## config.mk

```make
export PLATFORM = sky130hd
export DESIGN_NAME = stable_detector
export DESIGN_NICKNAME = d
export VERILOG_FILES = /design/src/rtl/result_checker_pkg.sv /design/src/rtl/result_checker_stable_detector.sv
export SDC_FILE = /design/constraint.sdc
export NUM_CORES = 1
export LEC_CHECK = 0
export BUFFER_PORTS_ARGS = -buffer_cell sky130_fd_sc_hd__buf_2
export CORE_ASPECT_RATIO = 0.6
export CORE_MARGIN = 8
export CORE_UTILIZATION = 56
export CTS_BUF_LIST = sky130_fd_sc_hd__clkbuf_8 sky130_fd_sc_hd__clkbuf_16
export DETAILED_ROUTE_END_ITERATION = 12
export GPL_TIMING_DRIVEN = 0
export PLACE_DENSITY = 0.86
export SETUP_SLACK_MARGIN = 0.15
export SYNTH_ARGS = -nofsm -noshare
export SYNTH_HDL_FRONTEND = slang
export SYNTH_SLANG_ARGS = --single-unit
```

## constraint.sdc

```tcl
create_clock -name clk -period 2 [get_ports clk]
set_clock_uncertainty 0.05 [all_clocks]
set_input_delay 0.3 -clock clk [delete_from_list [all_inputs] [get_ports clk]]
set_output_delay 0.3 -clock clk [all_outputs]
set_load 0.01 [all_outputs]
```

## src/rtl/result_checker_pkg.sv

```systemverilog
// Shared types and constants for the result checker slice.
//   state_e                : checker FSM state encoding (IDLE=0, SETTLE=1, DONE=2)
//   DEFAULT_STABLE_CYCLES  : default settle requirement
//   DEFAULT_TIMEOUT_CYCLES : default settle window
//   CNT_W                  : width of the internal settle/timeout counters
package result_check_pkg;

  localparam int unsigned DEFAULT_STABLE_CYCLES  = 4;
  localparam int unsigned DEFAULT_TIMEOUT_CYCLES = 64;
  localparam int unsigned CNT_W                  = 16;

  typedef enum logic [1:0] {
    ST_IDLE   = 2'd0,
    ST_SETTLE = 2'd1,
    ST_DONE   = 2'd2
  } state_e;

endpackage

```

## src/rtl/result_checker_stable_detector.sv

```systemverilog
// Tracks the word under test while the checker is settling.
//   clk, reset   : clock, async active-low reset
//   clear        : load observed from result and zero the counters
//   enable       : sample result this cycle (update observed/counters)
//   result       : word under test
//   observed     : last sampled word
//   change_count : saturating count of changes seen since clear
//   stable       : result matches observed and has done so for STABLE_CYCLES-1 samples
module stable_detector
  import result_check_pkg::*;
#(
  parameter int unsigned WIDTH         = 32,
  parameter int unsigned STABLE_CYCLES = DEFAULT_STABLE_CYCLES
) (
  input  logic             clk,
  input  logic             reset,
  input  logic             clear,
  input  logic             enable,
  input  logic [WIDTH-1:0] result,
  output logic [WIDTH-1:0] observed,
  output logic [7:0]       change_count,
  output logic             stable
);

  logic [WIDTH-1:0] observed_q, observed_d;
  logic [CNT_W-1:0] stable_cnt_q, stable_cnt_d;
  logic [7:0]       change_cnt_q, change_cnt_d;
  logic             same;

  assign same = (result == observed_q);

  always_comb begin
    observed_d   = observed_q;
    stable_cnt_d = stable_cnt_q;
    change_cnt_d = change_cnt_q;
    if (clear) begin
      observed_d   = result;
      stable_cnt_d = '0;
      change_cnt_d = '0;
    end else if (enable) begin
      if (!same) begin
        observed_d   = result;
        stable_cnt_d = '0;
        if (change_cnt_q != '1) change_cnt_d = change_cnt_q + 8'd1;
      end else begin
        stable_cnt_d = stable_cnt_q + CNT_W'(1);
      end
    end
  end

  always_ff @(posedge clk or negedge reset) begin
    if (!reset) begin
      observed_q   <= '0;
      stable_cnt_q <= '0;
      change_cnt_q <= '0;
    end else begin
      observed_q   <= observed_d;
      stable_cnt_q <= stable_cnt_d;
      change_cnt_q <= change_cnt_d;
    end
  end

  assign stable       = same && (stable_cnt_q == CNT_W'(STABLE_CYCLES - 1));
  assign observed     = observed_q;
  assign change_count = change_cnt_q;

endmodule

```

== Yosys cells after proc, flatten, opt, wreduce, memory -nomap -nowiden ==
Index checks and enable logic that the tools add are counted.

* Multiplexer cells: 10
* Eq/ne operators: 4
* Reduce and logical (&&, ||, !) cells: 5
* $add $sub $neg: 2

{| class="wikitable"
|+ Operators by type and width
! operator !! number
|-
| two-way mux 32 bit || 3
|-
| two-way mux 16 bit || 3
|-
| equality test 32 bit || 1
|-
| two-way mux 8 bit || 4
|-
| adder 16 x 1 -> 16 bit (second input constant) || 1
|-
| equality test 16 x 2 -> 1 bit (second input constant) || 1
|-
| adder 8 x 1 -> 8 bit (second input constant) || 1
|-
| inequality test 8 bit (second input constant) || 1
|-
| nonzero test 2 bit || 2
|-
| AND reduction 3 bit || 1
|-
| inequality test 2 bit (second input constant) || 1
|-
| AND reduction 2 bit || 1
|-
| logical AND 1 bit || 1
|}

* Flip-flop bits (word level): 56
* Input bits: 36

== Logic depth before layout (Yosys ltp) ==
Gate-level depths: netlist of run 1.

* Depth after elaboration: 5
* Gate-level depth with buffers: 8

== Worst setup path before layout of run 1 ==
Ideal clock, no wire load.

* Kind: flip-flop to output port
* From: register observed_q[9] (netlist: observed[9])
* To: output stable
* Path buffers: 2
* Stages on the path, launching flop included: 8
* Data required time: 1650 ps
* Arrival time: 1744 ps
* Path slack: -94 ps
* Cells stage by stage: dfrtp_1 -> xor2_1 -> nor4_2 -> and4_1 -> buf_2 -> buf_4 -> nand2_1 -> nor3_1

* Longest elaborated chain between the ends: 2

{| class="wikitable"
|+ RTL lines
! element !! RTL line !! RTL
|-
| start: declaration || result_checker_stable_detector.sv:25 || <nowiki>logic [WIDTH-1:0] observed_q, observed_d;</nowiki>
|-
| start signal: assignment || result_checker_stable_detector.sv:57 || <nowiki>observed_q <= observed_d;</nowiki>
|-
| equality test 32 bit || result_checker_stable_detector.sv:30 || <nowiki>assign same = (result == observed_q);</nowiki>
|-
| logical AND 1 bit || result_checker_stable_detector.sv:63 || <nowiki>assign stable = same && (stable_cnt_q == CNT_W'(STABLE_CYCLES - 1));</nowiki>
|-
| end: declaration || result_checker_stable_detector.sv:22 || <nowiki>output logic stable</nowiki>
|}

Every way passes these cells.

== Worst setup path in the final report of run 1 ==
* From: register observed_q[24] (netlist: observed[24])
* To: register observed_q[26] (netlist: observed[26])

* Longest elaborated chain between the ends: 3

{| class="wikitable"
|+ RTL lines
! element !! RTL line
|-
| equality test 32 bit || result_checker_stable_detector.sv:30
|-
| inequality test 2 bit (no line) || -
|-
| AND reduction 2 bit (no line) || -
|}

Every way passes these cells.
A chain may end at the register's enable or synchronous reset.

==> results summary, run 1 <==
The run finished, with violations left. The checks that failed: hold timing, setup timing. The post-synthesis register bit count is 56. The signal on the critical path passes through xor2_1 -> nor4_2 -> buf_4 -> buf_4 -> buf_4 -> nand4_1 -> buf_4 -> nor2_4 -> buf_6 -> buf_12 -> buf_8 -> o211ai_1. The depth of the most critical reg-to-reg path came out at 12.

The max-slew violation count is 0. The wire length of the first global-routing pass is ~24 mm. The pin count of the biggest net entering global routing came out at 57. The actual slew at the worst max-slew pin is 972 ps.

The type of destination of the critical path is a flop. The library cell used most frequently in the layout, excluding fill and tap cells, is sky130_fd_sc_hd__buf_2. The maximum buffer depth of the clock tree came out at 2.

The x dimension of the die came out at about 120 um. The largest total area in the synthesized netlist belongs to sky130_fd_sc_hd__dfrtp_1. At the later pin of the worst-skew pair, clock insertion delay measures 350 ps. The share of layout cells above drive strength 1 came out at a little under two fifths. For this run, the register share of the synthesized area comes to between 30% and 40%. Setup repair after global routing could not meet its margin everywhere. The hold slack came out at -30.8 ps. The family with the most delay on the worst path is buffers and inverters. The level count of the clock H-tree is 2.

The leakage power of the design came out at ~0.0022 uW. The final-report setup violation count is 57. The die height came out at slightly below 80 um. The number of global-route vias before repair was roughly 4400.

In the layout the commonest cells are sky130_fd_sc_hd__buf_2 (75), sky130_fd_sc_hd__dfrtp_1 (54), sky130_fd_sc_hd__nand2_1 (44), sky130_fd_sc_hd__buf_4 (39), sky130_fd_sc_hd__a21oi_1 (36). The worst slew margin relative to its limit is a little over a third. The number of buffers added to fix hold violations after cts came out at 0. The maximum fanout encountered on the critical timing path came out at 5. The endpoint required time on the critical path is approximately 2100 ps.

The overall routing resource usage is between 30% and 40%. The critical path runs through a total of 12 cells. The floorplan step defined a core boundary enclosing 6560 sq um. The number of antenna violations at the first check in global routing is 0. Yosys printed 0 warnings. The number of enable-type register cells in the synthesized netlist is 0. The length of the first detailed-routing pass in iterations is 7.

The synthesis-to-layout area growth came out at 42.8%. The final-report hold violation count was 42. The final RePlAce weighted congestion came out at 0.928.

The fraction of registers with async set or reset after synthesis came out at 100%. After layout, the worst setup slack is -520 ps. The number of buffer and inverter stages on the critical path is 7.

The via-per-instance ratio is between 7 and 8. The net count of the finished layout is around 600. The worst setup path is launched from a flop. The area enclosed by the die boundary came out at just under 10000 sq um.

On the critical path, the stage with the largest delay is an instance of sky130_fd_sc_hd__dfrtp_1. The number of nets produced by synthesis came out at approximately 450. The power per cell area came out at approximately 530 nW/um^2. The number of antenna diodes is 0. The number of clock sinks is 56. Buffers placed on the I/O ports in this run total 75. The min-delay analysis places its worst path in the category in2async.

The kind of critical path is reg2reg. Subtracting the final worst setup slack from the clock period gives 2520 ps. TritonCTS built the clock tree. The total number of vias is ~4800. Counting stages on the worst path, the most repeated cell is sky130_fd_sc_hd__buf_4. In this run the cell area of the synthesized design comes to around 3700 sq um. The remaining design rule violation count came out at 0. The cell count after synthesis is 414. Clock tree synthesis selected as its root buffer the cell sky130_fd_sc_hd__clkbuf_8. The number of DRC violations after detailed-routing iteration 0 is around 1100. The average cell area after synthesis is 9.04 sq um. The placed wire-length estimate after detailed placement came out at between 8 and 9 mm. The per-cell routed wire length came out at about 26 um. The delay of the slowest cell on the worst path came out at ~430 ps. For this design the top-level I/O count stands at between 70 and 80. Summed over all layers, the global routing overflow is 0. The post-detailed-route count of antenna-violating nets came out at 0.

The fmax came out at just under 400 MHz. In the post-synthesis netlist, the biggest area contributors are sky130_fd_sc_hd__dfrtp_1 (37%), sky130_fd_sc_hd__xor2_1 (9.4%), sky130_fd_sc_hd__nand4b_1 (7.5%). After detailed routing, the total wire length is 16.8 mm. The synthesized netlist contains 43 unique library cells. The initial utilization of the core area, before any placement, comes to 57.1%.

The register clock-pin slew on the reported worst setup and hold paths is roughly 110 ps. For this run, the leading register cell type out of synthesis is sky130_fd_sc_hd__dfrtp_1. Across the VDD grid, the largest voltage drop is 0.344 mV. The number of core rows came out at 23.

The post-placement worst setup slack is -284 ps. STA puts the critical path data arrival time at between 2000 and 3000 ps. The fraction of synthesized cell area taken by the top area cell type is 37.4%. The number of buffers added by the clock tree synthesis step came out at 5.

Across the run, the number of max-cap violations was 0. The final clock period utilization by the worst path is 126%.
worst reg2reg max path, stage by stage (launching register included):
cell and delay [ps]:
sky130_fd_sc_hd__dfrtp_1 430, sky130_fd_sc_hd__xor2_1 190, sky130_fd_sc_hd__nor4_2 410, sky130_fd_sc_hd__buf_4 180, sky130_fd_sc_hd__buf_4 100, sky130_fd_sc_hd__buf_4 90
sky130_fd_sc_hd__nand4_1 130, sky130_fd_sc_hd__buf_4 180, sky130_fd_sc_hd__nor2_4 150, sky130_fd_sc_hd__buf_6 150, sky130_fd_sc_hd__buf_12 100, sky130_fd_sc_hd__buf_8 100
sky130_fd_sc_hd__o211ai_1 110
flip-flops by register name (all words and copies together) (netlist names):
register      flops
stable_cnt_q     16
observed         32
change_count      8
final timing paths:
path	start	endpoint	slack [ps]
setup / recovery	observed[24]$_DFFE_PN0P_	observed[26]$_DFFE_PN0P_	-520
hold / removal	reset	observed[16]$_DFFE_PN0P_	-30
setup reg to reg	observed[24]$_DFFE_PN0P_	observed[26]$_DFFE_PN0P_	-520
hold reg to reg	change_count[4]$_DFFE_PN0P_	change_count[4]$_DFFE_PN0P_	580
max in group asynchronous	reset	observed[4]$_DFFE_PN0P_	1380
min in group clk	result[28]	observed[28]$_DFFE_PN0P_	190
cells by family (layout without fill, tap and decap cells):
kind of cell / count (synthesis) / count (layout) / synth area share (%)
AO/OA/AOI/OAI: 88 / 88 / 15.1
XOR/XNOR: 44 / 44 / 10.3
adder cells (fa/ha/maj): 2 / 2 / 0.668
buffers and inverters: 42 / 183 / 5.41
flip-flops: 56 / 56 / 37.4
multiplexers: 5 / 5 / 1.47
AND/OR/NAND/NOR: 177 / 177 / 29.6
per-stage QoR:
step	TNS, ps	utilization (%)	total power, uW	instance area, sq um	cells
CTS	-5080	79.3	2690	5200	633
detailed placement	-9710	64.9	1810	4260	576
finish	-19570	81.5	2830	5350	642
global placement	-9060	64.9	1800	4260	576
floorplan	0	-	1570	3780	414
global route	-20190	81.5	2890	5350	642
routing by layer:
metal	up-vias	global-route usage [%]	share of wire, %
met5	-	0	0
li1	1807	-	-
met4	0	13.7	7.0
met1	2210	42.3	35
met2	591	46.5	41
met3	186	11.2	17
cells in the mapped netlist, drive strengths merged (3+ instances only):
cell,number
dfrtp,56
nand2,45
a21oi,43
xor2,40
nor3b,33
o211ai,33
nand4b,32
buf,21
clkbuf,15
nor3,14
nand4,12
nor4,10
nor2,9
inv,6
and3,5
mux2,4
nor2b,4
xnor2,4
and4,3
nand3,3
layout make-up:
type	count	area, sq um
Buffer	36	260
Clock buffer	5	68.8
Clock inverter	3	42.5
Fill cell	311	1220
Inverter	6	22.5
Multi-Input combinational cell	316	2460
Sequential cell	56	1400
Tap cell	87	109
Timing Repair Buffer	133	975
repair_timing:
action                     4_1_cts  5_1_grt
pin swaps                       70       16
buffers inserted                44        9
resized for setup               84       14
setup endpoints to repair       57       57
cloned                           5        0
report_power, final:
group	internal [uW]	switching (uW)	leakage, uW	total [uW]
Sequential	1200	82.1	0.000704	1280
Clock	372	441	0.0000541	814
Combinational	301	436	0.00142	736
Note: power is estimated with default switching activity, not from simulation.
==> inputs of run 2 (changes only) <==
Settings changed: SETUP_SLACK_MARGIN 0.15 to 0.05.
==> results summary, run 2 (synthesis gave the netlist of run 1 again) <==
The via-per-instance ratio came out at 7.32 (-2.0%). The routing usage on met1 is 39.0% (-3.3 points). The global-route met3 utilization came out at 8.92% (-2.3 points).

The post-layout minimum cycle time is 2580 ps (+63.0 ps). The part of the power in registers is 45.3% (about the same). The final-report hold violation count was 21 (-50%). After global routing, the most crowded layer is met2. The x dimension of the die came out at 122 um (unchanged). The number of buffers added to fix hold violations after cts is 0 (unchanged). The net count of the finished layout came out at 584 (-1.4%). Leaving out fill and tap cells, the most frequent cells in the layout are sky130_fd_sc_hd__buf_2 (75), sky130_fd_sc_hd__dfrtp_1 (51), sky130_fd_sc_hd__nand2_1 (44), sky130_fd_sc_hd__a21oi_1 (36), sky130_fd_sc_hd__buf_4 (34). The flow ran to the end, but the final reports show violations. The maximum vdd drop is 0.392 mV (+14%). The initial core utilization came to 57.1% (unchanged). The insertion delay of the later-clocked pin in the worst-skew pair was 330 ps (-20 ps). The maximum fanout encountered on the critical timing path was 4 (-1). The final clock period utilization by the worst path came to 129% (+3.2 points). The final reports fail on hold timing, setup timing. The level count of the clock H-tree came out at 2 (unchanged). The post-detailed-route count of antenna-violating nets came to 0 (unchanged). The number of core rows is 23 (unchanged).

The length of the first detailed-routing pass in iterations came out at 7 (unchanged). The number of global-route vias before repair is 4230 (-4.1%). The actual slew at the worst max-slew pin came out at 757 ps (-215 ps).

The startpoint identified for the worst register-to-register timing path is observed[27]$_DFFE_PN0P_. The arrival time reported for the critical path endpoint came to 2230 ps (-420 ps). The pin count of the biggest net entering global routing is 57 (unchanged). The placed wire-length estimate after detailed placement came out at 8.40 mm (-0.25%).

The wire length of the first global-routing pass was 22.5 mm (-7.6%). The number of cells after detailed placement is 576 (unchanged). The switching component of the power is 935 uW (-2.6%). The worst setup path is launched from a flop. The fmax came to 387 MHz (-2.4%). The overall routing resource usage came out at 29.5% (-2.5 points). The fraction of met2 tracks used by global routing is 43.7% (-2.7 points).

The endpoint required time on the critical path was 1650 ps (-480 ps). The final RePlAce weighted congestion is 0.927 (-0.18%). Setup repair after global routing could not meet its margin everywhere.

The register clock-pin slew on the reported worst setup and hold paths is 120 ps (about the same). The cell sitting at the root of the clock tree is a sky130_fd_sc_hd__clkbuf_8. The final cell count without fillers is 634 (-1.2%). The core footprint came out at 6560 sq um (unchanged). The critical path in this run is classified as reg2out. The synthesis-to-layout area growth is 39.5%. The power per cell area is 543 nW/um^2 (+2.5%). STA classifies the critical path endpoint as an output port.

The leakage power of the design is 0.00210 uW (-3.6%). The number of DRC violations after detailed-routing iteration 0 is 884 (-23%). The max-slew violation count is 0 (unchanged). The per-cell routed wire length came out at 25.5 um (-2.6%). The area enclosed by the die boundary was 9640 sq um (unchanged). The number of antenna diodes is 0 (unchanged). The worst reg-to-reg setup slack came to -420 ps (+100 ps).

The top-level I/O count is 77 (unchanged). The total overflow reported by the global router is 0 (unchanged). The number of buffers added by the clock tree synthesis step is 5 (unchanged). The maximum buffer depth of the clock tree was 2 (unchanged). The final-report setup violation count is 56 (-1.8%).

The count of port buffers added during placement is 75 (unchanged). The hold slack came out at -17.7 ps (+13.1 ps). The depth of the most critical reg-to-reg path is 12 (unchanged). The internal power consumption came to 1900 uW (+1.6%). The worst slew margin relative to its limit is 49.5% (+14 points).

The portion of total power attributed to combinational logic is 25.5% (-0.5 points). The total number of vias is 4638 (-3.3%). The switching part of the total came to 33.0% (-0.93 points). The number of antenna violations at the first check in global routing came out at 0 (unchanged).

TritonCTS built the clock tree. The worst hold path belongs to the class in2async. The relative contribution of the clock network to total power is 29.2% (+0.4 points). The routed wire length is 16.2 mm (-3.8%).

The share of layout cells above drive strength 1 is 36.6% (-1.3 points). The worst setup slack after layout came out at -583 ps (-63.0 ps). The die height came out at 79.3 um (unchanged). The number of flip-flops under the largest register name is 32 (unchanged). The remaining design rule violation count is 0 (unchanged). The worst register-to-register path ends at observed[8]$_DFFE_PN0P_.

The number of clock sinks came out at 56 (unchanged). The library cell used most frequently in the layout, excluding fill and tap cells, is sky130_fd_sc_hd__buf_2. The total of max-cap violations is 0 (unchanged).
-- run 2: cell count changes in the layout (fill, tap and decap cells not counted), moves of 2 or more --
cell,before,now
sky130_fd_sc_hd__dfrtp_2,2,5
sky130_fd_sc_hd__buf_12,2,4
sky130_fd_sc_hd__nor4_4,1,4
sky130_fd_sc_hd__nor3_1,0,5
sky130_fd_sc_hd__dfrtp_1,54,51
sky130_fd_sc_hd__a21oi_2,4,6
sky130_fd_sc_hd__a21oi_4,3,1
sky130_fd_sc_hd__buf_4,39,34
sky130_fd_sc_hd__buf_8,9,6
sky130_fd_sc_hd__nor3_4,6,1
sky130_fd_sc_hd__xor2_1,31,29
sky130_fd_sc_hd__nor4_2,7,4
-- run 2: stage by stage --
| stage | util (%) | total power (uW) | instance area (sq um) | TNS [ps] | setup slack, ps |
|---|---|---|---|---|---|
| floorplan | - | 1570 | 3750 | 0 | 61.4 |
| global placement | 64.6 | 1790 | 4240 | -8410 | -266 |
| detailed placement | 64.6 | 1810 | 4240 | -8660 | -268 |
| CTS | 76.7 | 2690 | 5030 | -10520 | -351 |
| global route | 79.6 | 2910 | 5220 | -16170 | -563 |
| finish | 79.6 | 2830 | 5220 | -14790 | -583 |
-- run 2: worst max-delay path, stage by stage (launching register included) --
cell                      delay, ps
sky130_fd_sc_hd__dfrtp_1        460
sky130_fd_sc_hd__xor2_2         230
sky130_fd_sc_hd__nor4_2         330
sky130_fd_sc_hd__and4_1         280
sky130_fd_sc_hd__buf_6          130
sky130_fd_sc_hd__buf_8          110
sky130_fd_sc_hd__nand2_2         80
sky130_fd_sc_hd__nor3_2         120
sky130_fd_sc_hd__buf_2          160
-- run 2: repair_timing --
action                     CTS  global route
pin swaps                   56            35
buffers inserted            39            17
resized for setup           57            41
cloned                       7             1
setup endpoints to repair   53            57
-- run 2: power groups by stage --
stage / clock network, uW / registers, uW / logic, uW
after floorplan: 0 / 1310 / 257
after global placement: 0 / 1290 / 503
after detailed placement: 0 / 1300 / 516
after CTS: 818 / 1270 / 609
after global routing: 864 / 1290 / 753
final: 827 / 1290 / 722
-- run 2: worst max path at each step --
| stage | start | endpoint | slack [ps] |
|---|---|---|---|
| after floorplan | observed[17]$_DFFE_PN0P_ | stable | 60 |
| after global placement | observed[12]$_DFFE_PN0P_ | observed[21]$_DFFE_PN0P_ | -270 |
| after detailed placement | observed[11]$_DFFE_PN0P_ | stable | -270 |
| after CTS | observed[15]$_DFFE_PN0P_ | stable | -350 |
| after global routing | observed[1]$_DFFE_PN0P_ | stable | -560 |
| final | observed[4]$_DFFE_PN0P_ | stable | -580 |
-- run 2: routing by layer --
layer | part of all wire [%] | wire length (um)
met5 | 0 | 0
met4 | 7.4 | 1210
met2 | 40 | 6540
met3 | 16 | 2550
met1 | 36 | 5900
-- run 2: final cells by class --
| type | count | area [sq um] |
|---|---|---|
| flip-flops and latches | 56 | 1410 |
| inverters | 6 | 22.5 |
| multi-input cells | 316 | 2430 |
| plain buffers | 36 | 253 |
| clock inverters | 2 | 38.8 |
| repair buffers | 125 | 880 |
| clock buffers | 6 | 82.6 |
| well taps | 87 | 109 |
| fillers | 355 | 1340 |
==> inputs of run 3 (changes only) <==
Settings changed: CORE_MARGIN 8 to default.
==> results summary, run 3 (synthesis gave the netlist of run 1 again) <==
The routed wire length is 16.1 mm (-0.40%). The number of buffers added by the clock tree synthesis step is 5 (unchanged). The number of cells after detailed placement came to 573 (-0.52%). The maximum buffer depth of the clock tree came out at 2 (unchanged).

The placed wire-length estimate after detailed placement was 7.79 mm (-7.3%). The final clock period utilization by the worst path came out at 128% (-1.6 points). The max-slew violation count came out at 0 (unchanged). The worst hold path belongs to the class in2async. The final RePlAce weighted congestion came out at 0.931 (+0.43%). The maximum fanout encountered on the critical timing path came to 2 (-2).

The net count of the finished layout is 579 (-0.86%). The number of fill cells is 325 (-8.5%). The final cell count without fillers came out at 626 (-1.3%). The maximum vdd drop is 0.453 mV (+16%). The switching part of the total came to 33.9% (+0.92 points). The share of layout cells above drive strength 1 is 35.8% (-0.77 points). The total met3 wirelength after detailed routing came out at 2.70 mm (+6.0%). The part of the power in registers is 45.8% (+0.5 points). The remaining design rule violation count is 0 (unchanged). The core footprint is 6280 sq um (-4.3%). The post-placement worst setup slack came to -319 ps (-51.5 ps). The number of flip-flops under the largest register name came out at 32 (unchanged). The internal power consumption is 1850 uW (-2.8%). The pin count of the biggest net entering global routing came out at 57 (unchanged). The total of max-cap violations is 0 (unchanged).

The type of destination of the critical path is an output port. The initial core utilization is 59.6% (+2.6 points). The number of global-route vias before repair came out at 4037 (-4.6%). The fmax is 392 MHz (+1.2%).

The register clock-pin slew on the reported worst setup and hold paths came out at 110 ps (about the same). From synthesis to final layout, the design area changed by 38.5%. The post-layout minimum cycle time came out at 2550 ps (-31.4 ps). The number of core rows came to 22 (-4.3%). Setup repair after global routing could not meet its margin everywhere. The die height came to 65.3 um (-18%). The portion of total power attributed to combinational logic came out at 25.6% (about the same). The overall routing resource usage is 41.7% (+12 points). The relative contribution of the clock network to total power is 28.6% (-0.6 points).

The number of buffers added to fix hold violations after cts is 0 (unchanged). The via-per-instance ratio came out at 7.51 (+2.7%). The leakage power of the design is 0.00210 uW (-0.10%). The final reports fail on hold timing, setup timing.

The number of antenna violations at the first check in global routing came to 0 (unchanged). The level count of the clock H-tree is 2 (unchanged). The highest layer touched by signal routing is met5. The final-report setup violation count came out at 57 (+1.8%). The final-report hold violation count was 56 (+170%). The number of DRC violations after detailed-routing iteration 0 came out at 861 (-2.6%). The clock tree from TritonCTS is yes. The depth of the most critical reg-to-reg path came to 12 (unchanged). The actual slew at the worst max-slew pin is 893 ps (+136 ps). The post-detailed-route count of antenna-violating nets was 0 (unchanged). The total overflow reported by the global router was 0 (unchanged).

The worst setup path is launched from a flop. The per-cell routed wire length is 25.8 um (+0.87%). The commonest non-fill, non-tap cell in the layout is sky130_fd_sc_hd__buf_2. The x dimension of the die came out at 108 um (-12%). The total number of vias is 4702 (+1.4%).

The wire length of the first global-routing pass came out at 22.0 mm (-2.5%). The power per cell area was 538 nW/um^2 (-0.77%). The total met2 wirelength after detailed routing came out at 6.38 mm (-2.4%). The count of port buffers added during placement is 75 (unchanged). The post-route met1 wirelength came out at 5.75 mm (-2.5%). The number of antenna diodes came out at 0 (unchanged). The endpoint required time on the critical path came out at 1650 ps (about the same).

The top cell types in the final layout, fill and taps aside, are sky130_fd_sc_hd__buf_2 (76), sky130_fd_sc_hd__dfrtp_1 (55), sky130_fd_sc_hd__nand2_1 (44), sky130_fd_sc_hd__a21oi_1 (36). The run finished, with violations left. The tree is rooted in a sky130_fd_sc_hd__clkbuf_8.

The length of the first detailed-routing pass in iterations is 6 (-1). The area enclosed by the die boundary came to 7030 sq um (-27%). The worst slew margin relative to its limit came to 40.5% (-9.1 points). The arrival time reported for the critical path endpoint is 2200 ps (-30 ps). The worst setup slack after layout came out at -551 ps (+31.4 ps).

The insertion delay of the later-clocked pin in the worst-skew pair was 340 ps (about the same). The hold slack is -37.6 ps (-19.9 ps). The top-level I/O count came out at 77 (unchanged). The switching component of the power is 946 uW (+1.3%). The number of clock sinks came out at 56 (unchanged).

By startpoint and endpoint, the worst setup path is classified as reg2out.
run 3: power by group through the flow:
stage	Combinational (uW)	Sequential (uW)	Clock, uW
6_report	715	1280	798
5_1_grt	742	1280	824
4_1_cts	620	1260	757
3_5_place_dp	513	1300	0
3_3_place_gp	501	1290	0
2_1_floorplan	257	1310	0
run 3: layout make-up:
type                       count  area, sq um  share of cell area [%]
sequential                    56         1400                    27.0
timing repair buffer         120          875                    16.9
clock inverter                 3         38.8                   0.748
clock buffer                   5         68.8                    1.33
inverter                       6         22.5                   0.434
multi-input combinational    316         2420                    46.7
tap                           84          105                    2.03
buffer                        36          250                    4.83
run 3: worst paths after layout:
path                                        startpoint                           to  slack, ps
max                           observed[12]$_DFFE_PN0P_                       stable       -550
min                                              reset      observed[6]$_DFFE_PN0P_        -40
max reg2reg                   observed[12]$_DFFE_PN0P_     observed[14]$_DFFE_PN0P_       -480
min reg2reg                change_count[1]$_DFFE_PN0P_  change_count[1]$_DFFE_PN0P_        590
max in group asynchronous                        reset     observed[21]$_DFFE_PN0P_       1400
min in group clk                             result[9]      observed[9]$_DFFE_PN0P_        180
run 3: timing repair:
action | CTS | global route
setup endpoints to repair | 56 | 57
cloned | 6 | 0
setup buffers | 36 | 6
pin swaps | 76 | 25
resized for setup | 60 | 33
run 3: layer usage:
layer / vias to the layer above / global-route usage [%]
met2: 587 / 62.3
met4: 2 / 14.6
met1: 2158 / 59.3
met5: - / 0
met3: 180 / 9.62
li1: 1775 / -
run 3: stage by stage:
step	hold slack, ps	power [uW]	util (%)	setup TNS (ps)	cell area, sq um
floorplan	-45.6	1570	-	0	3750
global placement	495	1790	67.5	-9100	4240
detailed placement	501	1810	67.5	-11650	4240
CTS	204	2640	79.6	-5310	4990
global route	14.1	2850	82.6	-20540	5190
finish	-37.6	2790	82.6	-17900	5190
run 3: worst max-delay path, cell delays in order, from the launching register on:
cell and delay, ps:
sky130_fd_sc_hd__dfrtp_1 430, sky130_fd_sc_hd__xor2_2 240, sky130_fd_sc_hd__nor4_4 380, sky130_fd_sc_hd__and4_1 270, sky130_fd_sc_hd__buf_6 120, sky130_fd_sc_hd__buf_8 90, sky130_fd_sc_hd__nand2_2 60, sky130_fd_sc_hd__nor3_2 100
sky130_fd_sc_hd__buf_2 160
